===== config.mk =====
export PLATFORM = sky130hd
export DESIGN_NAME = decoder_bcd2to4_seq
export DESIGN_NICKNAME = d
export VERILOG_FILES = /design/src/rtl/decoder_bcd2to4_seq.sv
export SDC_FILE = /design/constraint.sdc
export NUM_CORES = 1
export LEC_CHECK = 0
export BUFFER_PORTS_ARGS = -buffer_cell sky130_fd_sc_hd__buf_2
export CORE_MARGIN = 2
export CORE_UTILIZATION = 53
export DETAILED_ROUTE_END_ITERATION = 10
export PLACE_DENSITY = 0.74
export SYNTH_ARGS = -nofsm -noshare
export SYNTH_HDL_FRONTEND = slang
export SYNTH_SLANG_ARGS = --single-unit
export TNS_END_PERCENT = 10

===== constraint.sdc =====
create_clock -name clk -period 6.3 [get_ports clk]
set_clock_uncertainty 0.15 [all_clocks]
set_input_delay 1.26 -clock clk [delete_from_list [all_inputs] [get_ports clk]]
set_output_delay 1.26 -clock clk [all_outputs]
set_load 0.005 [all_outputs]

===== src/rtl/decoder_bcd2to4_seq.sv =====
// rtl/decoder_bcd2to4_seq.sv - sequenced binary-to-one-hot decoder with 2-entry FIFO and scan mode
//
// Ports:
//   clk      rising-edge clock
//   rst      synchronous active-high reset
//   scan_en  request autonomous scan of the one-hot output
//   i        IN_W-bit code to decode
//   i_valid  i is valid this cycle
//   i_ready  block accepts i this cycle
//   o        OUT_W-bit one-hot word (all-zero when o_valid=0)
//   o_valid  o holds a decoded word
//   o_ready  consumer takes o this cycle (ignored while scanning)

module decoder_bcd2to4_seq #(
  parameter  int IN_W  = 2,
  parameter  int DWELL = 4,
  localparam int OUT_W = 2 ** IN_W
) (
  input  logic             clk,
  input  logic             rst,
  input  logic             scan_en,
  input  logic [IN_W-1:0]  i,
  input  logic             i_valid,
  output logic             i_ready,
  output logic [OUT_W-1:0] o,
  output logic             o_valid,
  input  logic             o_ready
);

  typedef enum logic {NORM, SCAN} state_t;

  localparam logic [7:0]       DWELL_LAST = 8'(DWELL - 1);
  localparam logic [OUT_W-1:0] ONE_HOT0   = OUT_W'(1);

  state_t          state;
  logic [IN_W-1:0] mem [2];
  logic            rd_ptr;
  logic            wr_ptr;
  logic [1:0]      count;
  logic [IN_W-1:0] scan_cnt;
  logic [7:0]      dwell_cnt;

  logic            push;
  logic            pop;
  logic [1:0]      nxt_count;
  logic [IN_W-1:0] nxt_head;
  logic [IN_W-1:0] scan_nxt;

  // i_ready depends only on reset, state and occupancy, never on o_ready,
  // so a pop in a full cycle re-opens the input only on the next cycle.
  assign i_ready  = !rst && (state == NORM) && (count != 2'd2);
  assign push     = i_valid && i_ready;
  // o_valid mirrors "FIFO not empty" in NORM, so it qualifies the pop.
  assign pop      = (state == NORM) && o_valid && o_ready;
  assign scan_nxt = scan_cnt + 1'b1;

  // Occupancy and head code as they will be after this edge; the output
  // register is loaded from these so a word is shown the cycle after it
  // is accepted into an empty FIFO.
  always_comb begin
    nxt_count = count;
    nxt_head  = mem[rd_ptr];
    case ({push, pop})
      2'b10:   nxt_count = count + 2'd1;
      2'b01:   nxt_count = count - 2'd1;
      default: nxt_count = count;
    endcase
    if (pop) begin
      // Second entry becomes head; with only one entry the head is the
      // code pushed this cycle (if none, nxt_count is 0 and it is unused).
      nxt_head = (count == 2'd2) ? mem[~rd_ptr] : i;
    end else if (count == 2'd0) begin
      nxt_head = i;
    end
  end

  always_ff @(posedge clk) begin
    if (rst) begin
      state     <= NORM;
      rd_ptr    <= 1'b0;
      wr_ptr    <= 1'b0;
      count     <= 2'd0;
      scan_cnt  <= '0;
      dwell_cnt <= 8'd0;
      o         <= '0;
      o_valid   <= 1'b0;
    end else begin
      case (state)
        NORM: begin
          if (push) begin
            mem[wr_ptr] <= i;
            wr_ptr      <= ~wr_ptr;
          end
          if (pop) begin
            rd_ptr <= ~rd_ptr;
          end
          count <= nxt_count;
          // Scan is only entered from an empty, idle FIFO; pending codes
          // are always delivered first.
          if (scan_en && (count == 2'd0) && !push) begin
            state     <= SCAN;
            scan_cnt  <= '0;
            dwell_cnt <= 8'd0;
            o         <= ONE_HOT0;
            o_valid   <= 1'b1;
          end else begin
            o_valid <= (nxt_count != 2'd0);
            o       <= (nxt_count != 2'd0) ? (ONE_HOT0 << nxt_head) : '0;
          end
        end
        SCAN: begin
          if (!scan_en) begin
            state   <= NORM;
            o       <= '0;
            o_valid <= 1'b0;
          end else if (dwell_cnt == DWELL_LAST) begin
            dwell_cnt <= 8'd0;
            scan_cnt  <= scan_nxt;
            o         <= ONE_HOT0 << scan_nxt;
          end else begin
            dwell_cnt <= dwell_cnt + 8'd1;
          end
        end
        default: begin
          state <= NORM;
        end
      endcase
    end
  end

endmodule


## Word-level counts from Yosys, hierarchy flattened

Memory sizes are Yosys's and may differ from the RTL's. A register that Yosys moved wholly into a read port is not among the register bits.
Index checks and enable logic that the tools add are counted.

| word-level totals | value |
|---|---|
| output and inout bits | 6 |
| input bits | 7 |
| flip-flop bits (word level) | 20 |
| memories kept | 1 |
| memory bits (writable) | 4 |
| logic and storage cells | 72 |

| operators by class | value |
|---|---|
| equal/unequal tests | 10 |
| muxes and demuxes | 29 |
| reductions and logical operators | 15 |
| bitwise logic cells | 3 |
| shift operators | 2 |
| $add $sub $neg | 4 |

Memories:

| name | depth | bits a word | read ports | clocked after memory_dff | write ports | RTL line | RTL |
|---|---|---|---|---|---|---|---|
| mem | 2 | 2 | 2 | 1 | 1 | 36 | `logic [IN_W-1:0] mem [2];` |

Operators by type and width:

| operator | count |
|---|---|
| $mux W8 | 3 |
| $mux W4 | 4 |
| $pmux W8 S2 | 1 |
| $mux W2 | 6 |
| $mux W1 | 10 |
| $add A8 B1 Y8 const B | 1 |
| $eq A8 B2 Y1 const B | 1 |
| $pmux W2 S2 | 2 |
| $pmux W4 S2 | 1 |
| $shl A1 B2 Y4 const A | 2 |
| $logic_and A1 B1 Y1 | 7 |
| $ne A2 B2 Y1 const B | 3 |
| $reduce_and A2 Y1 | 3 |
| $add A2 B1 Y2 const B | 2 |
| $eq A2 B2 Y1 const B | 2 |
| $ne A2 B1 Y1 const B | 2 |
| $pmux W1 S2 | 2 |
| $ne A3 B2 Y1 const B | 1 |
| $not A1 Y1 | 3 |
| $reduce_and A3 Y1 | 1 |
| $eq A2 B1 Y1 const B | 1 |
| $logic_not A1 Y1 | 2 |
| $logic_not A2 Y1 | 1 |
| $reduce_bool A2 Y1 | 1 |
| $sub A2 B1 Y2 const B | 1 |

## Logic depth before layout (Yosys ltp)

| depth | value |
|---|---|
| word-level depth | 10 |
| depth in mapped cells | 10 |
| mapped depth without buffers | 9 |

## Worst setup path after synthesis

No wires, ideal clock.

| path | value |
|---|---|
| path kind | input-to-reg |
| from | input port rst |
| to | register o[1] |
| data required time | 6.058 ns |
| stages | 8 |
| setup time | 0.092 ns |
| data arrival time | 2.725 ns |
| buffers on the path | 0 |
| slack | 3.332 ns |
| cells stage by stage | nor3_1 > nand2_1 > ha_1 > xnor2_1 > nor2_1 > a221oi_1 > nand2_1 > o32ai_1 |

| between the ends | value |
|---|---|
| longest elaborated chain between the ends | 10 |
| elaborated cells between the ends (all ways) | 13 |
| those cells by class | eq/ne: 2; mux: 4; reduce/logical: 7 |

RTL lines:

| element | RTL line | RTL |
|---|---|---|
| start: declaration | 20 | `input logic rst,` |
| $logic_not A1 Y1 | 51 | `assign i_ready = !rst && (state == NORM) && (count != 2'd2);` |
| $logic_and A1 B1 Y1 (2 in a row) | 51 |  |
| $logic_and A1 B1 Y1 | 52 | `assign push = i_valid && i_ready;` |
| $eq A2 B1 Y1 or $eq A2 B2 Y1 (tied branches) | 63 | `case ({push, pop})` |
| $pmux W2 S2 | 63 |  |
| $reduce_bool A2 Y1 | 108 | `o <= (nxt_count != 2'd0) ? (ONE_HOT0 << nxt_head) : '0;` |
| $mux W4 | 108 |  |
| $mux W4 | 100 | `if (scan_en && (count == 2'd0) && !push) begin` |
| $pmux W4 S2 | 88 | `case (state)` |
| end signal: assignment | 108 |  |
| end signal: assignment | 119 | `o <= ONE_HOT0 << scan_nxt;` |
| end: declaration | 25 | `output logic [OUT_W-1:0] o,` |

Parallel ways exist; a longest one is shown, timed or not.
A chain may end at the register's enable or synchronous reset.

## Final worst setup path

| path | value |
|---|---|
| from | input port rst |
| to | output port i_ready |

| between the ends | value |
|---|---|
| longest elaborated chain between the ends | 3 |

RTL lines:

| element | RTL line | RTL |
|---|---|---|
| $logic_not A1 Y1 | 51 |  |
| $logic_and A1 B1 Y1 (2 in a row) | 51 |  |
| end: declaration | 24 | `output logic i_ready,` |

Every way passes these cells.

==> qor.txt <==
CTS
------------------------------------------------------------------------------
Post-CTS setup buffer count                                                  0
Quantity of gates resized following cts                                      0
Count of hold-fix buffers inserted at cts                                    0
Number of clock buffers inserted by TritonCTS                                3
CTS HTree Levels                                                             1
Clock tree buffer depth                                                      2
Clock tree from TritonCTS                                                  yes
Clk slew on worst S/H paths                                             130 ps
Clk root buf                                                      sky130_fd_sc_hd__clkbuf_4
Clock sink total                                                            25
Clock network latency to the later pin of the worst-skew pair           320 ps

DRT
------------------------------------------------------------------------------
Met3 wire length                                                        110 um
Met2 wirelength from detailed routing                                  1350 um
Count of TritonRoute iterations in the first routing pass                    4
Antenna Violating Nets Remaining                                             0
Initial drt markers                                                         31
Highest routed layer                                                      met4
Count of unresolved DRC violations after routing                             0
Met1 wire length                                                       1260 um
Per-cell routed wire length                                            14.2 um
Via total after detailed routing                                          1159
Detail-routed via count per cell                                          5.97
Routed wire length                                                     2760 um

SYNTHESIS
------------------------------------------------------------------------------
Async set-or-reset flop fraction in the synthesized netlist                 0%
Post-synthesis register bit count                                           25
Cell with the most instances after synthesis                      sky130_fd_sc_hd__nor2_1
Number of warnings issued by yosys                                           0
Net count after synthesis                                                  167
Area share of and/or/nand/nor cells after synthesis                      21.6%
Number of instances in the synthesized netlist                             154
Most frequent cells after synthesis                               sky130_fd_sc_hd__nor2_1 (22), sky130_fd_sc_hd__dfxtp_1 (21), sky130_fd_sc_hd__inv_1 (9)
Share of synthesized area occupied by flip-flops and latches             40.2%
Adder and majority cell fraction of the synthesized area                 5.59%
Leading cell types by total area after synthesis                  sky130_fd_sc_hd__dfxtp_1 (31%), sky130_fd_sc_hd__edfxtp_1 (8.9%), sky130_fd_sc_hd__nor2_1 (6.1%)
Synth Area in Compound Gates                                             20.2%
Avg Cell Area, Syn                                                   8.73 um^2
Synth top area share                                                     31.3%
Number of synthesized flops with an enable pin                               4
Predominant post-synthesis flop cell                              sky130_fd_sc_hd__dfxtp_1
Yosys top cell by area                                            sky130_fd_sc_hd__dfxtp_1
Number of distinct library cells after synthesis                            45
Post-synthesis share of cell area spent on xor and xnor gates            3.26%
Portion of netlist area occupied by mux cells                            4.84%
Netlist area before placement                                        1340 um^2
Combinational family with the most area after synthesis           simple AND/OR/NAND/NOR gates

CRITICAL PATH
------------------------------------------------------------------------------
Most Frequent Cell on Critical Path                               sky130_fd_sc_hd__buf_2
Required arrival time at the worst endpoint                            4890 ps
Kind of start point of the critical path                            input port
CP Data Arrival Time                                                   1900 ps
Slowest stage cell on the critical path                           sky130_fd_sc_hd__nor3_1
Endpoint kind of the worst setup timing path                        output pin
Combined buffer and inverter count along the critical path                   2
Stages on the worst setup path                                               3
Worst path top cell family by delay                               buffers and inverters
Critical path peak fanout                                                   22
Number of cell instances on the worst register-to-register path              8
Crit path largest cell delay                                            260 ps
Worst setup path category                                         input port to output pin
List of cells traversed by the critical path                      buf_2, nor3_1, buf_2

PLACE
------------------------------------------------------------------------------
Number of I/O port buffers                                                  12
Worst slack, placed                                                    2930 ps
Routability cong.                                                        0.838
Total placed instance area                                           1420 um^2
Cell count after placement                                                 190
Placed wire-length estimate                                            2100 um

JOB
------------------------------------------------------------------------------
Max capacitance violation total                                              0

POWER
------------------------------------------------------------------------------
Max rail drop VDD                                                     0.150 mV
Leakage power of the design                                           0.559 nW
PD cells                                                           225 nW/um^2

GLOBAL ROUTE
------------------------------------------------------------------------------
Remaining global-route overflow                                              0
Vias in the first global route                                            1036
Total routing usage reported by global routing                           20.5%
Antenna violations before repair                                             0
Global-route wire length before repair                                 4320 um
Pin count of the biggest net entering global routing                        23

STA
------------------------------------------------------------------------------
Transition time at the pin with the least slew margin                   722 ps
Worst rel slew slack                                                     51.4%
Final Cycle Share                                                        52.6%
Setup ws final                                                         2990 ps
Final worst path period need                                           3310 ps
Total count of max-transition violations in the final report                 0
Setup repair after global routing missed its margin                      false
Fmax                                                                   302 MHz
Number of failing setup endpoints in the final timing report                 0
Sum of negative setup slack                                               0 ps
Number of hold violations in the final report                                0

FLOORPLANNING
------------------------------------------------------------------------------
Floorplan row count                                                         18
Number of top-level pins                                                    13
Width of the chip                                                      54.4 um
Height of the chip                                                     54.4 um
Area of the core                                                     2430 um^2
Effective utilization at floorplan                                       55.2%
Die Footprint                                                        2950 um^2

LAYOUT
------------------------------------------------------------------------------
Flip-flop and latch area                                              541 um^2
Final Net Count                                                            178
# diodes                                                                     0
Final core area utilization                                              59.4%
Post-route design area                                               1440 um^2
Filler-free cell count of the finished design                              194
Relative area change from synthesis to final layout                      7.45%
# fillers                                                                  227
Total area of multi-input combinational cells                         746 um^2
Share of cells above drive strength 1                                    10.4%

RUN STATUS
------------------------------------------------------------------------------
Result of the run                                                 finished clean

WORST HOLD PATH
------------------------------------------------------------------------------
Class of the tightest hold or removal check                       flop to flop
Number of instances on the worst hold path                                   2

==> report_power, final <==
part	internal, mW	leakage (nW)	switching [mW]
Combinational	0.0307	0.337	0.0374
Sequential	0.172	0.207	0.0121
Clock	0.0249	0.0150	0.0479
Total	0.227	0.559	0.0975
==> final timing paths <==
| kind | start | end | slack [ps] |
|---|---|---|---|
| max | rst | i_ready | 2990 |
| max reg2reg | count[0]$_SDFFE_PP0N_ | o[3]$_SDFFE_PP0P_ | 3720 |
| min reg2reg | o_valid$_SDFFE_PP0P_ | o_valid$_SDFFE_PP0P_ | 350 |
| min | o_valid$_SDFFE_PP0P_ | o_valid$_SDFFE_PP0P_ | 350 |
==> metrics by stage <==
step           power [mW]  hold WS, ps
4_1_cts             0.325          349
6_report            0.325          348
3_3_place_gp        0.252          320
3_5_place_dp        0.255          331
2_1_floorplan       0.236          308
5_1_grt             0.340          387
==> cells in the final DEF, fill, tap and decap left out, types with 2 or more instances in the layout <==
cell                       Yosys  final
sky130_fd_sc_hd__nor2_1       22     22
sky130_fd_sc_hd__edfxtp_1      4      4
sky130_fd_sc_hd__mux2i_1       5      5
sky130_fd_sc_hd__nand2_1       6      6
sky130_fd_sc_hd__nand3b_1      3      3
sky130_fd_sc_hd__a31oi_1       3      3
sky130_fd_sc_hd__o31a_1        2      2
sky130_fd_sc_hd__nor2b_1       2      2
sky130_fd_sc_hd__nor3_1        7      7
sky130_fd_sc_hd__a211oi_1      2      2
sky130_fd_sc_hd__a21oi_1       8      8
sky130_fd_sc_hd__xnor2_1       5      5
sky130_fd_sc_hd__dfxtp_1      21     21
sky130_fd_sc_hd__a221oi_1      2      2
sky130_fd_sc_hd__o21ai_0       8      8
sky130_fd_sc_hd__and3_1        3      3
sky130_fd_sc_hd__nand3_1       5      5
sky130_fd_sc_hd__or3_1         2      2
sky130_fd_sc_hd__inv_1         9      9
sky130_fd_sc_hd__ha_1          6      6
sky130_fd_sc_hd__clkbuf_4      0      3
sky130_fd_sc_hd__buf_2         1     12
sky130_fd_sc_hd__o211ai_1      2      2
==> worst min-delay path, stage by stage (launching register included) <==
cell and delay, ps:
sky130_fd_sc_hd__dfxtp_1 350, sky130_fd_sc_hd__nand2_1 60, sky130_fd_sc_hd__a221oi_1 60
==> layer usage <==
metal | up-vias | GRT usage, %
li1 | 579 | -
met1 | 551 | 25.5
met2 | 24 | 34.7
met3 | 5 | 3.28
met4 | 0 | 8.75
met5 | - | 0
==> state kept, by name, indices dropped and copies added (netlist names), named ones only <==
name       cells
state          1
o              4
wr_ptr         1
scan_cnt       2
o_valid        1
dwell_cnt      8
mem            4
count          2
rd_ptr         1
==> cell families after synthesis <==
| family | after synthesis |
|---|---|
| multiplexers | 6 |
| AND/OR/NAND/NOR | 58 |
| AO/OA/AOI/OAI | 39 |
| adder cells (fa/ha/maj) | 6 |
| flip-flops | 25 |
| XOR/XNOR | 5 |
| buffers and inverters | 15 |
==> cell type report <==
type | count | area share, %
clock buffer | 4 | 1.82
inverter | 9 | 2.34
multi-input combinational | 114 | 51.6
sequential | 25 | 37.4
tap | 30 | 2.60
timing repair buffer | 12 | 4.16
(Power assumes the default switching activity.)
